--- src/rtl/text_console_writer.sv ---
// text_console_writer: byte-stream terminal front end driving the char_mem write port with hardware scroll.
// Optional ATTR_ESC_EN: ESC followed by a byte B makes B the current attribute for PUT and BS writes.
module text_console_writer #(
    parameter int          COLS         = 80,
    parameter int          ROWS         = 30,
    parameter logic [7:0]  DEFAULT_ATTR = 8'h07
) (
    input  logic       PIXCLK,
    input  logic       _RST,
    input  logic [7:0] DIN,
    input  logic       DIN_VALID,
    output logic       DIN_READY,
    output logic       WE,
    output logic [7:0] WX,
    output logic [7:0] WY,
    output logic [7:0] WCHAR,
    output logic [7:0] WATTR,
    output logic [7:0] TOP_ROW,
    output logic [7:0] CURSOR_X,
    output logic [7:0] CURSOR_Y,
    output logic       BUSY
);
`ifdef ATTR_ESC_EN
    localparam bit ESC_EN = 1'b1;
`else
    localparam bit ESC_EN = 1'b0;
`endif
    localparam logic [7:0] LX = 8'(COLS - 1);
    localparam logic [7:0] LY = 8'(ROWS - 1);

    typedef enum logic [1:0] {CLR_ALL, IDLE, PUT, CLR_LINE} state_t;

    state_t     state_q, state_d;
    logic [7:0] cx_q, cx_d, cy_q, cy_d, top_q, top_d;
    logic [7:0] clr_x_q, clr_x_d, clr_y_q, clr_y_d;
    logic [7:0] px_q, px_d, py_q, py_d, pch_q, pch_d, pat_q, pat_d, attr_q, attr_d;
    logic       put_we_q, put_we_d, scroll_q, scroll_d, esc_q, esc_d;
    logic       nl;
    logic [8:0] row_sum;
    logic [7:0] cur_row;

    assign row_sum = {1'b0, top_q} + {1'b0, cy_q};
    assign cur_row = (row_sum >= 9'(ROWS)) ? 8'(row_sum - 9'(ROWS)) : row_sum[7:0];

    always_ff @(posedge PIXCLK or negedge _RST) begin
        if (!_RST) begin
            state_q  <= CLR_ALL;
            cx_q     <= '0;
            cy_q     <= '0;
            top_q    <= '0;
            clr_x_q  <= '0;
            clr_y_q  <= '0;
            px_q     <= '0;
            py_q     <= '0;
            pch_q    <= 8'h20;
            pat_q    <= DEFAULT_ATTR;
            attr_q   <= DEFAULT_ATTR;
            put_we_q <= 1'b0;
            scroll_q <= 1'b0;
            esc_q    <= 1'b0;
        end else begin
            state_q  <= state_d;
            cx_q     <= cx_d;
            cy_q     <= cy_d;
            top_q    <= top_d;
            clr_x_q  <= clr_x_d;
            clr_y_q  <= clr_y_d;
            px_q     <= px_d;
            py_q     <= py_d;
            pch_q    <= pch_d;
            pat_q    <= pat_d;
            attr_q   <= attr_d;
            put_we_q <= put_we_d;
            scroll_q <= scroll_d;
            esc_q    <= esc_d;
        end
    end

    always_comb begin
        state_d  = state_q;
        cx_d     = cx_q;
        cy_d     = cy_q;
        top_d    = top_q;
        clr_x_d  = clr_x_q;
        clr_y_d  = clr_y_q;
        px_d     = px_q;
        py_d     = py_q;
        pch_d    = pch_q;
        pat_d    = pat_q;
        attr_d   = attr_q;
        put_we_d = put_we_q;
        scroll_d = scroll_q;
        esc_d    = esc_q;
        nl       = 1'b0;
        case (state_q)
            CLR_ALL: begin
                cx_d    = '0;
                cy_d    = '0;
                top_d   = '0;
                clr_x_d = (clr_x_q == LX) ? 8'd0 : clr_x_q + 8'd1;
                if (clr_x_q == LX) begin
                    clr_y_d = (clr_y_q == LY) ? 8'd0 : clr_y_q + 8'd1;
                    if (clr_y_q == LY) state_d = IDLE;
                end
            end
            IDLE: begin
                if (DIN_VALID) begin
                    state_d  = PUT;
                    put_we_d = 1'b0;
                    scroll_d = 1'b0;
                    px_d     = cx_q;
                    py_d     = cur_row;
                    pch_d    = DIN;
                    pat_d    = attr_q;
                    if (esc_q) begin
                        attr_d = DIN;
                        esc_d  = 1'b0;
                    end else if (ESC_EN && DIN == 8'h1B) begin
                        esc_d = 1'b1;
                    end else if (DIN >= 8'h20 && DIN <= 8'h7E) begin
                        put_we_d = 1'b1;
                        cx_d     = (cx_q == LX) ? 8'd0 : cx_q + 8'd1;
                        nl       = (cx_q == LX);
                    end else if (DIN == 8'h0A) begin
                        cx_d = '0;
                        nl   = 1'b1;
                    end else if (DIN == 8'h0D) begin
                        cx_d = '0;
                    end else if (DIN == 8'h08 && cx_q != 8'd0) begin
                        cx_d     = cx_q - 8'd1;
                        px_d     = cx_q - 8'd1;
                        pch_d    = 8'h20;
                        put_we_d = 1'b1;
                    end else if (DIN == 8'h0C) begin
                        state_d = CLR_ALL;
                        clr_x_d = '0;
                        clr_y_d = '0;
                        cx_d    = '0;
                        cy_d    = '0;
                        top_d   = '0;
                    end
                    // Scroll: the old top row becomes the new bottom line and is blanked
                    if (nl && cy_q != LY) begin
                        cy_d = cy_q + 8'd1;
                    end else if (nl) begin
                        top_d    = (top_q == LY) ? 8'd0 : top_q + 8'd1;
                        scroll_d = 1'b1;
                        clr_x_d  = '0;
                        clr_y_d  = top_q;
                    end
                end
            end
            PUT: begin
                state_d = scroll_q ? CLR_LINE : IDLE;
            end
            CLR_LINE: begin
                clr_x_d = clr_x_q + 8'd1;
                if (clr_x_q == LX) state_d = IDLE;
            end
            default: state_d = CLR_ALL;
        endcase
    end

    always_comb begin
        DIN_READY = (state_q == IDLE);
        BUSY      = (state_q != IDLE);
        WE        = _RST && ((state_q == CLR_ALL) || (state_q == CLR_LINE) || (state_q == PUT && put_we_q));
        WX        = (state_q == PUT) ? px_q : clr_x_q;
        WY        = (state_q == PUT) ? py_q : clr_y_q;
        WCHAR     = (state_q == PUT) ? pch_q : 8'h20;
        WATTR     = (state_q == PUT) ? pat_q : DEFAULT_ATTR;
        TOP_ROW   = top_q;
        CURSOR_X  = cx_q;
        CURSOR_Y  = cy_q;
    end
endmodule

--- config.mk ---
export PLATFORM = sky130hd
export DESIGN_NAME = text_console_writer
export DESIGN_NICKNAME = d
export VERILOG_FILES = /design/src/rtl/text_console_writer.sv
export SDC_FILE = /design/constraint.sdc
export NUM_CORES = 1
export LEC_CHECK = 0
export CAP_MARGIN = 20
export CORE_MARGIN = 2
export CORE_UTILIZATION = 35
export CTS_CLUSTER_DIAMETER = 40
export DETAILED_ROUTE_END_ITERATION = 16
export PLACE_DENSITY = 0.68
export SYNTH_ARGS = -nofsm -noshare
export SYNTH_HDL_FRONTEND = slang
export SYNTH_SLANG_ARGS = --single-unit
--- constraint.sdc ---
create_clock -name PIXCLK -period 8.7 [get_ports PIXCLK]
set_input_delay 1.74 -clock PIXCLK [delete_from_list [all_inputs] [get_ports PIXCLK]]
set_output_delay 1.74 -clock PIXCLK [all_outputs]
set_load 0.005 [all_outputs]
==> results.md, run 1 <==
* Starting density of the core at 35.5%
* CTS tree: yes
* Synthesized area at 4650 um^2
* Cts hold-fix bufs at 0
* Syn Inst Count at 555
* Largest net degree at the start of global routing at 70
* Min Tclk post-route at 5.01 ns
* Final Cycle Share at 57.6%
* Critical Path AT at 3.27 ns
* Most common cell after layout, fill and taps aside: nand2_1
* Synth Area in XOR/XNOR at 4.90%
* Via Count at 4325
* Setup TNS at 0 ns
* Nets at 647
* Leak at 2.46 nW
* Critical Path RT at 6.96 ns
* Placed cell area at 5380 um^2
* IO Count at 70
* Max VDD drop at 128 uV
* Top FF cell, synth: dfrtp_1
* Distinct cell type count after synthesis at 64
* Worst min-delay path category: reg -> reg
* Fin area at 5710 um^2
* Min-Delay Startpoint: py_q[0]
* Fin worst setup slack at 3.69 ns
* # rows at 42
* I/O Buffers at 61
* Clk buf depth at 2
* Rel. slew slack at 38.6%
* Commonest non-fill, non-tap cells in the layout: nand2_1, dfrtp_1, o21ai_0, clkdlybuf4s50_1, nor2_1
* Critical Path Source Type: input pin
* Util after Layout at 43.6%
* Die Width at 119 um
* DR vias/cell at 5.47
* Root Buffer: clkbuf_16
* Die span in y at 119 um
* Worst Setup End Kind: output port
* GRT Resource Usage Total at 17.9%
* Core box area at 13100 um^2
* HPWL Detailed at 9240 um
* Worst setup startpoint: _RST
* Syn. warnings at 0
* Final setup vio count at 0
* Max-Cap Viols at 0
* Post_cts resized at 0
* Grt ovf at 0
* Sink Count at 68
* Total power at 1.28 mW
* Setup bufs post-CTS at 0
* Worst Skew at 0.00741 ns
* Simple-Gate Fraction of Synth Area at 24.0%
* Vias in the first global route at 4027
* DRT Wirelength at 12700 um
* Mean Syn Cell Area at 8.38 um^2
* Mux cell area share after synthesis at 4.47%
* CTS Buf Count at 9
* Maximum fanout along the worst path at 69
* Pwr dens at 224 nW/um^2
* Post-Place Setup Slack at 3.63 ns
* Number of synthesized flops with an enable pin at 0
* Max Slew Vio Count at 0
* Main combinational cell family by area after synthesis: simple AND/OR/NAND/NOR gates
* Yosys reg bits at 68
* RSZ-0062 raised after global routing: false
* Seq/Total Area, Yosys at 36.6%
* Ant. Diodes at 0
* Post-synthesis async set-or-reset flop share at 100%
* Clk pin slew, worst setup/hold paths at 0.05 ns
* Layout cells sized above 1 at 6.99%
* Drt drc at 0
* Routed wire per std cell at 16.0 um
* First-pass GRT wire length at 20400 um
* Drt first-iter violations at 435
* Final ANT Viol Nets at 0
* Max Clock Freq at 200 MHz
* Worst-Margin Slew at 0.909 ns
* Post-synthesis adder-cell area fraction at 7.16%
* Max H-tree Level at 3
* Initial antenna violation count at 0
* Clk Latency, worst-skew pair at 0.34 ns
* Die footprint at 14200 um^2
* Hold Fails Final Rpt at 0
* Critical path class: in -> out
* Reg2reg start: TOP_ROW[0]
* Pre-Repair DR Iteration Count at 6
* Placer Congestion at 0.934
* Status: finished clean
* Synth Area in Compound Gates at 18.5%
* Area Overhead vs Synth at 22.8%
path summary, 6_finish.rpt:
kind	slack, ns	to	cells after the start
max reg2reg	5.29	py_q[1]	9
max	3.69	WE	4
min in group asynchronous	1.60	px_q[4]	2
min reg2reg	0.47	py_q[0]	2
min	0.47	py_q[0]	2
max in group asynchronous	6.53	CURSOR_X[4]	2
critical path, cell delays in order:
cell and delay [ns]:
buf_2 0.08, buf_4 0.66, a21boi_0 0.25, clkdlybuf4s50_1 0.53
cells by family (layout without fill, tap and decap cells):
family | after synthesis | count (layout)
AND/OR/NAND/NOR | 234 | 234
AO/OA/AOI/OAI | 137 | 137
flip-flops | 68 | 68
buffers and inverters | 43 | 97
adder cells (fa/ha/maj) | 26 | 26
XOR/XNOR | 26 | 26
multiplexers | 19 | 19
other | 2 | 8
per-stage QoR:
stage,hold slack (ns),cells
after floorplan,0.433,561
after detailed placement,0.459,774
final,0.467,791
after global placement,0.455,774
after global routing,0.500,791
after CTS,0.471,790
cell usage after synthesis (all sizes together), types with 2 or more instances:
cell | count | area share, %
nand2 | 96 | 7.9
dfrtp | 67 | 36
o21ai | 66 | 7.1
nor2 | 48 | 3.9
nand3 | 27 | 2.9
ha | 25 | 6.7
a21oi | 19 | 2.3
inv | 16 | 1.3
clkbuf | 15 | 1.2
mux2 | 14 | 3.4
and2 | 13 | 1.7
xnor2 | 13 | 2.4
xor2 | 13 | 2.4
and3 | 11 | 1.5
buf | 11 | 1.6
a22oi | 9 | 1.5
a31oi | 9 | 1.2
nand2b | 9 | 1.2
nor4 | 7 | 1.1
mux2i | 5 | 1.1
nor3 | 5 | 0.65
o31ai | 5 | 0.81
a311oi | 4 | 0.75
a211oi | 3 | 0.48
a2bb2oi | 3 | 0.57
nor2b | 3 | 0.40
a21boi | 2 | 0.32
conb | 2 | 0.16
nand4 | 2 | 0.27
nor3b | 2 | 0.32
nor4b | 2 | 0.38
o21a | 2 | 0.32
o21bai | 2 | 0.32
or3b | 2 | 0.38
registers in the layout, indices dropped and copies added (netlist names), 2 cells and up:
| name | cells |
|---|---|
| CURSOR_X | 8 |
| CURSOR_Y | 8 |
| TOP_ROW | 8 |
| clr_x_q | 8 |
| clr_y_q | 8 |
| pch_q | 8 |
| px_q | 8 |
| py_q | 8 |
| state_q | 2 |
final cells by class:
type                    instances  area [um^2]
fillers                      1260         7380
multi-input cells             450         2770
flip-flops and latches         68         1700
repair buffers                 64          648
clock buffers                  14          264
well taps                     176          220
inverters                      17         63.8
clock inverters                 2         35.0
per-layer routing:
layer  GRT usage (%)  share of wire, %  up-vias
met4            7.37               2.1        0
met2            27.9                46      154
met3            2.97               6.0       22
met5               0                 0        -
li1                -                 -     2063
met1            24.8                46     2086
power breakdown:
| part | internal [mW] | switching, mW |
|---|---|---|
| Sequential | 0.374 | 0.0539 |
| Combinational | 0.198 | 0.285 |
| Clock | 0.237 | 0.133 |
| Total | 0.810 | 0.472 |
(Power assumes the default switching activity.)
==> run 2, diff against run 1 <==
==> constraint.sdc (replaced) <==
create_clock -name PIXCLK -period 5.2 [get_ports PIXCLK]
set_input_delay 1.04 -clock PIXCLK [delete_from_list [all_inputs] [get_ports PIXCLK]]
set_output_delay 1.04 -clock PIXCLK [all_outputs]
set_load 0.005 [all_outputs]
==> run 2 against run 1 <==
  * Global-route usage up 0.47 points
  * Combinational power up 63%
  * Clock skew down 0.00080 ns
  * Critical path type is now reg -> out
  * Hold slack better by 0.0020 ns
  * Critical endpoint is now WX[0]
  * Core utilization up 0.067 points
  * Wire length down 0.71%
  * Sequential power up 69%
  * Critical path depth up 1
  * Cell area up 0.15%
  * Flip-flop and latch count unchanged
==> results.md, run 2 (same netlist as run 1, synthesis figures left out) <==
* Final Cycle Share at 71.4%
* Commonest non-fill, non-tap cells in the layout: nand2_1, dfrtp_1, o21ai_0, clkdlybuf4s50_1, nor2_1 (unchanged)
* Reg area at 1700 um^2 (unchanged)
* Area Overhead vs Synth at 23.0% (was 22.8%)
* Max VDD drop at 159 uV (was 128 uV)
* DRT Wirelength at 12600 um (was 12700 um)
* Post-Place Setup Slack at 1.37 ns (was 3.63 ns)
* Critical Path Source Type: register (was input pin)
* Final setup vio count at 0 (unchanged)
* Routed wire per std cell at 15.9 um (was 16.0 um)
* I/O Buffers at 61 (unchanged)
* Largest net degree at the start of global routing at 69 (was 70)
* Worst Skew at 0.00661 ns (was 0.00741 ns)
* IO Count at 70 (unchanged)
* Pre-Repair DR Iteration Count at 5 (was 6)
* Worst min-delay path category: reg -> reg (unchanged)
* CTS tree: yes (unchanged)
* Fin worst setup slack at 1.49 ns (was 3.69 ns)
* Critical Path RT at 4.16 ns (was 6.96 ns)
* Critical Path AT at 2.67 ns (was 3.27 ns)
* Root Buffer: clkbuf_16 (unchanged)
* Grt ovf at 0 (unchanged)
* Initial antenna violation count at 0 (unchanged)
* Min-Delay Startpoint: px_q[1] (was py_q[0])
* Reg2Reg Depth at 9 (unchanged)
* Final ANT Viol Nets at 0 (unchanged)
* Layout cells sized above 1 at 7.32% (was 6.99%)
* Most common cell after layout, fill and taps aside: nand2_1 (unchanged)
* Core box area at 13100 um^2 (unchanged)
* Max-Cap Viols at 0 (unchanged)
* Die footprint at 14200 um^2 (unchanged)
* Total power at 2.19 mW (was 1.28 mW)
* Multi-input logic area at 2770 um^2 (unchanged)
* Drt first-iter violations at 253 (was 435)
* Max H-tree Level at 3 (unchanged)
* Fillers at 1272 (was 1260)
* Post-Place Cells at 775 (was 774)
* Max Slew Vio Count at 0 (unchanged)
* Critical R2R Capture: py_q[2] (was py_q[1])
* Ant. Diodes at 0 (unchanged)
* Placed cell area at 5390 um^2 (was 5380 um^2)
* GRT Resource Usage Total at 18.4% (was 17.9%)
* Die Width at 119 um (unchanged)
* Critical path class: reg -> out (was in -> out)
* First-pass GRT wire length at 21000 um (was 20400 um)
* Min Tclk post-route at 3.71 ns
* Die span in y at 119 um (unchanged)
* Max Clock Freq at 269 MHz
* Fin area at 5720 um^2 (was 5710 um^2)
* Drt drc at 0 (unchanged)
* Status: finished clean (unchanged)
* # rows at 42 (unchanged)
* Nets at 647 (unchanged)
* Rel. slew slack at 41.5% (was 38.6%)
* Maximum fanout along the worst path at 20 (was 69)
* Final Non-Filler Cells at 791 (unchanged)
* Clk buf depth at 2 (unchanged)
* Starting density of the core at 35.5% (unchanged)
* Worst Setup End Kind: output port (unchanged)
* Cts hold-fix bufs at 0 (unchanged)
* Worst-Margin Slew at 0.877 ns (was 0.909 ns)
* Setup TNS at 0 ns (unchanged)
* Clk pin slew, worst setup/hold paths at 0.06 ns (was 0.05 ns)
* Setup bufs post-CTS at 0 (unchanged)
* CTS Buf Count at 9 (unchanged)
* Leak at 2.46 nW (about the same)
* Vias in the first global route at 4186 (was 4027)
* Placer Congestion at 0.872 (was 0.934)
* Hold Fails Final Rpt at 0 (unchanged)
* Via Count at 4259 (was 4325)
* Clk Latency, worst-skew pair at 0.33 ns (was 0.34 ns)
* Min-Delay Path Depth at 2 (unchanged)
* RSZ-0062 raised after global routing: false (unchanged)
* DR vias/cell at 5.38 (was 5.47)
* Pwr dens at 382 nW/um^2 (was 224 nW/um^2)
* Reg2reg start: TOP_ROW[0] (unchanged)
* HPWL Detailed at 9340 um (was 9240 um)
* Worst Hold End: px_q[1] (was py_q[0])
* Post_cts resized at 0 (unchanged)
* Reg2reg setup slack at 1.91 ns (was 5.29 ns)
* Sink Count at 68 (unchanged)
run 2: cell types whose count changed in the layout (fill, tap and decap cells not counted), sizes merged:
cell,change
clkinvlp,+1
clkbuf,-3
bufinv,+1
clkinv,+1
run 2: report_power, final:
group	leakage, nW	internal [mW]	total [mW]	switching, mW
logic	1.39	0.324	0.786	0.462
clock network	0.156	0.435	0.677	0.242
registers	0.914	0.626	0.723	0.0970
total	2.46	1.38	2.19	0.801
run 2: layer usage:
layer / vias to the layer above / track usage, % / wire length [um]
met4: 0 / 5.51 / 259
met5: - / 0 / 0
li1: 2066 / - / -
met2: 118 / 29.7 / 5960
met3: 21 / 3.26 / 560
met1: 2054 / 25.2 / 5820
run 2: area by class of cell:
type                            count  share of cell area (%)
Clock buffer                       11                    4.25
Clock inverter                      5                    1.49
Inverter                           17                    1.12
Multi-Input combinational cell    450                    48.5
Sequential cell                    68                    29.8
Tap cell                          176                    3.85
Timing Repair Buffer               64                    11.0
run 2: critical path: stages, from the launching register on:
cell and delay (ns):
dfrtp_1 0.41, inv_1 0.12, ha_1 0.66, buf_4 0.32, mux2_2 0.36, clkdlybuf4s50_1 0.45
run 2: worst max-delay path by stage:
| stage | from | end | slack [ns] | depth (start not counted) |
|---|---|---|---|---|
| finish | state_q[0] | WX[0] | 1.49 | 5 |
| global route | state_q[0] | WX[0] | 1.28 | 5 |
| CTS | state_q[0] | WX[0] | 1.45 | 5 |
| detailed placement | DIN[5] | CURSOR_X[6] | 1.37 | 9 |
| global placement | DIN[5] | CURSOR_X[6] | 1.53 | 9 |
| floorplan | DIN[4] | CURSOR_Y[3] | 2.25 | 7 |
run 2: stage by stage:
| stage | hold WS, ns | util, % |
|---|---|---|
| after floorplan | 0.433 | - |
| after CTS | 0.476 | 43.7 |
| after global placement | 0.454 | 41.2 |
| after detailed placement | 0.457 | 41.2 |
| after global routing | 0.492 | 43.7 |
| final | 0.469 | 43.7 |
==> run 3, diff against run 2 <==
==> constraint.sdc (replaced) <==
create_clock -name PIXCLK -period 3.8 [get_ports PIXCLK]
set_input_delay 0.76 -clock PIXCLK [delete_from_list [all_inputs] [get_ports PIXCLK]]
set_output_delay 0.76 -clock PIXCLK [all_outputs]
set_load 0.005 [all_outputs]
==> run 3 against run 2 <==
  * Via count down 0.28%
  * Sequential share of layout area about the same
  * Cell area up 0.11%
  * Flip-flop and latch count unchanged
  * Critical endpoint is now WE
  * Combinational power up 41%
  * Clock-buffer cell count up 1
  * First-iteration DRC count down 13%
  * Global-route usage down 0.25 points
==> results.md, run 3 (same netlist as run 1, synthesis figures left out) <==
* Clk Latency, worst-skew pair at 0.34 ns (was 0.33 ns)
* Sink Count at 68 (unchanged)
* DRT Wirelength at 12500 um (was 12600 um)
* Most common cell after layout, fill and taps aside: nand2_1 (unchanged)
* Layout cells sized above 1 at 7.92% (was 7.32%)
* Max-Cap Viols at 0 (unchanged)
* Vias in the first global route at 4076 (was 4186)
* Area Overhead vs Synth at 23.1% (was 23.0%)
* Hold Fails Final Rpt at 0 (unchanged)
* Max VDD drop at 266 uV (was 159 uV)
* Switching share of power at 37.0% (was 36.7%)
* Worst Skew at 0.00604 ns (was 0.00661 ns)
* Core box area at 13100 um^2 (unchanged)
* I/O Buffers at 61 (unchanged)
* Ant. Diodes at 0 (unchanged)
* Die Width at 119 um (unchanged)
* Max Slew Vio Count at 0 (unchanged)
* Worst-Margin Slew at 0.870 ns (was 0.877 ns)
* CTS Buf Count at 9 (unchanged)
* Grt ovf at 0 (unchanged)
* Die footprint at 14200 um^2 (unchanged)
* Comb power frac at 37.5% (was 35.9%)
* Placer Congestion at 0.884 (was 0.872)
* Fin worst setup slack at 0.519 ns (was 1.49 ns)
* Post-Place Setup Slack at 0.223 ns (was 1.37 ns)
* HPWL Detailed at 9230 um (was 9340 um)
* GRT Resource Usage Total at 18.2% (was 18.4%)
* Worst min-delay path category: reg -> reg (unchanged)
* Drt drc at 0 (unchanged)
* Crit path largest cell delay at 0.54 ns (was 0.66 ns)
* Critical Path RT at 3.04 ns (was 4.16 ns)
* Maximum fanout along the worst path at 20 (unchanged)
* Commonest non-fill, non-tap cells in the layout: nand2_1, dfrtp_1, o21ai_0, clkdlybuf4s50_1, nor2_1 (unchanged)
* Status: finished clean (unchanged)
* Final ANT Viol Nets at 0 (unchanged)
* CP cell instances: inv_1, ha_1, buf_4, nand2_1, a21boi_0, clkdlybuf4s50_1 (was inv_1, ha_1, buf_4, mux2_2, clkdlybuf4s50_1)
* Starting density of the core at 35.5% (unchanged)
* Largest net degree at the start of global routing at 69 (unchanged)
* Cts hold-fix bufs at 0 (unchanged)
* Util after Layout at 43.7% (about the same)
* Switch Pwr at 1.09 mW (was 0.801 mW)
* First-pass GRT wire length at 20600 um (was 21000 um)
* Drt first-iter violations at 220 (was 253)
* Worst path bufs/invs at 3 (unchanged)
* Setup TNS at 0 ns (unchanged)
* Rel. slew slack at 42.0% (was 41.5%)
* Via Count at 4247 (was 4259)
* Max H-tree Level at 3 (unchanged)
* Placed cell area at 5420 um^2 (was 5390 um^2)
* Internal power at 1.86 mW (was 1.38 mW)
* Critical path class: reg -> out (unchanged)
* Clk pwr share at 29.2% (was 31.0%)
* Die span in y at 119 um (unchanged)
* Post-Place Cells at 779 (was 775)
* Critical Path AT at 2.52 ns (was 2.67 ns)
* Routed wire per std cell at 15.8 um (was 15.9 um)
* DR vias/cell at 5.34 (was 5.38)
* CTS tree: yes (unchanged)
* Initial antenna violation count at 0 (unchanged)
* Setup bufs post-CTS at 0 (unchanged)
* Pre-Repair DR Iteration Count at 5 (unchanged)
* Root Buffer: clkbuf_16 (unchanged)
* # rows at 42 (unchanged)
* Post_cts resized at 0 (unchanged)
* Max Clock Freq at 305 MHz
* Clk buf depth at 2 (unchanged)
* Worst Setup End Kind: output port (unchanged)
* CP max-delay cell: clkdlybuf4s50_1 (was ha_1)
* IO Count at 70 (unchanged)
* Nets at 651 (was 647)
* Pwr dens at 515 nW/um^2 (was 382 nW/um^2)
* RSZ-0062 raised after global routing: false (unchanged)
* Seq pwr share at 33.3% (was 33.1%)
* Clk pin slew, worst setup/hold paths at 0.06 ns (about the same)
* Critical Path Source Type: register (unchanged)
* Final setup vio count at 0 (unchanged)
* Fillers at 1244 (was 1272)
* Final Cycle Share at 86.4%
* Min Tclk post-route at 3.28 ns
* Leak at 2.47 nW (was 2.46 nW)
* Fin area at 5720 um^2 (about the same)
* Final Non-Filler Cells at 795 (was 791)
* CP top delay family: buffers and inverters (unchanged)
run 3: layer usage:
layer	vias up	GRT usage (%)	share of wire, %
li1	2065	-	-
met1	2049	24.6	47
met2	114	28.7	47
met3	19	2.97	4.4
met4	0	7.66	2.2
met5	-	0	0
run 3: tightest hold or removal path: stages, from the launching register on:
cell and delay, ns:
dfrtp_1 0.35, nand2_1 0.05, nand2_1 0.05
run 3: worst paths after layout:
check / endpoint / startpoint / cells past startpoint / slack [ns]
min: px_q[1] / px_q[1] / 2 / 0.48
max in group asynchronous: CURSOR_X[3] / _RST / 2 / 2.58
min in group asynchronous: px_q[3] / _RST / 2 / 0.64
max: WE / state_q[0] / 6 / 0.52
max reg2reg: py_q[2] / CURSOR_Y[0] / 9 / 0.60
min reg2reg: px_q[1] / px_q[1] / 2 / 0.48
run 3: layout make-up:
class                           count  area, um^2  share of cell area, %
Sequential cell                    68        1700                   29.8
Clock inverter                      4        47.5                  0.831
Clock buffer                       12         256                   4.48
Tap cell                          176         220                   3.85
Multi-Input combinational cell    450        2770                   48.5
Inverter                           17        63.8                   1.11
Timing Repair Buffer               68         658                   11.5
run 3: metrics by stage:
stage	hold WS, ns	power, mW
finish	0.478	2.95
global route	0.498	3.15
CTS	0.478	2.95
detailed placement	0.461	2.09
global placement	0.454	2.06
floorplan	0.433	1.63
run 3: power groups by stage:
stage | clock network, mW | logic (mW) | registers, mW
2_1_floorplan | 0 | 0.686 | 0.948
3_3_place_gp | 0 | 1.08 | 0.983
3_5_place_dp | 0 | 1.10 | 0.988
4_1_cts | 0.871 | 1.11 | 0.978
5_1_grt | 0.909 | 1.23 | 1.00
6_report | 0.861 | 1.11 | 0.981
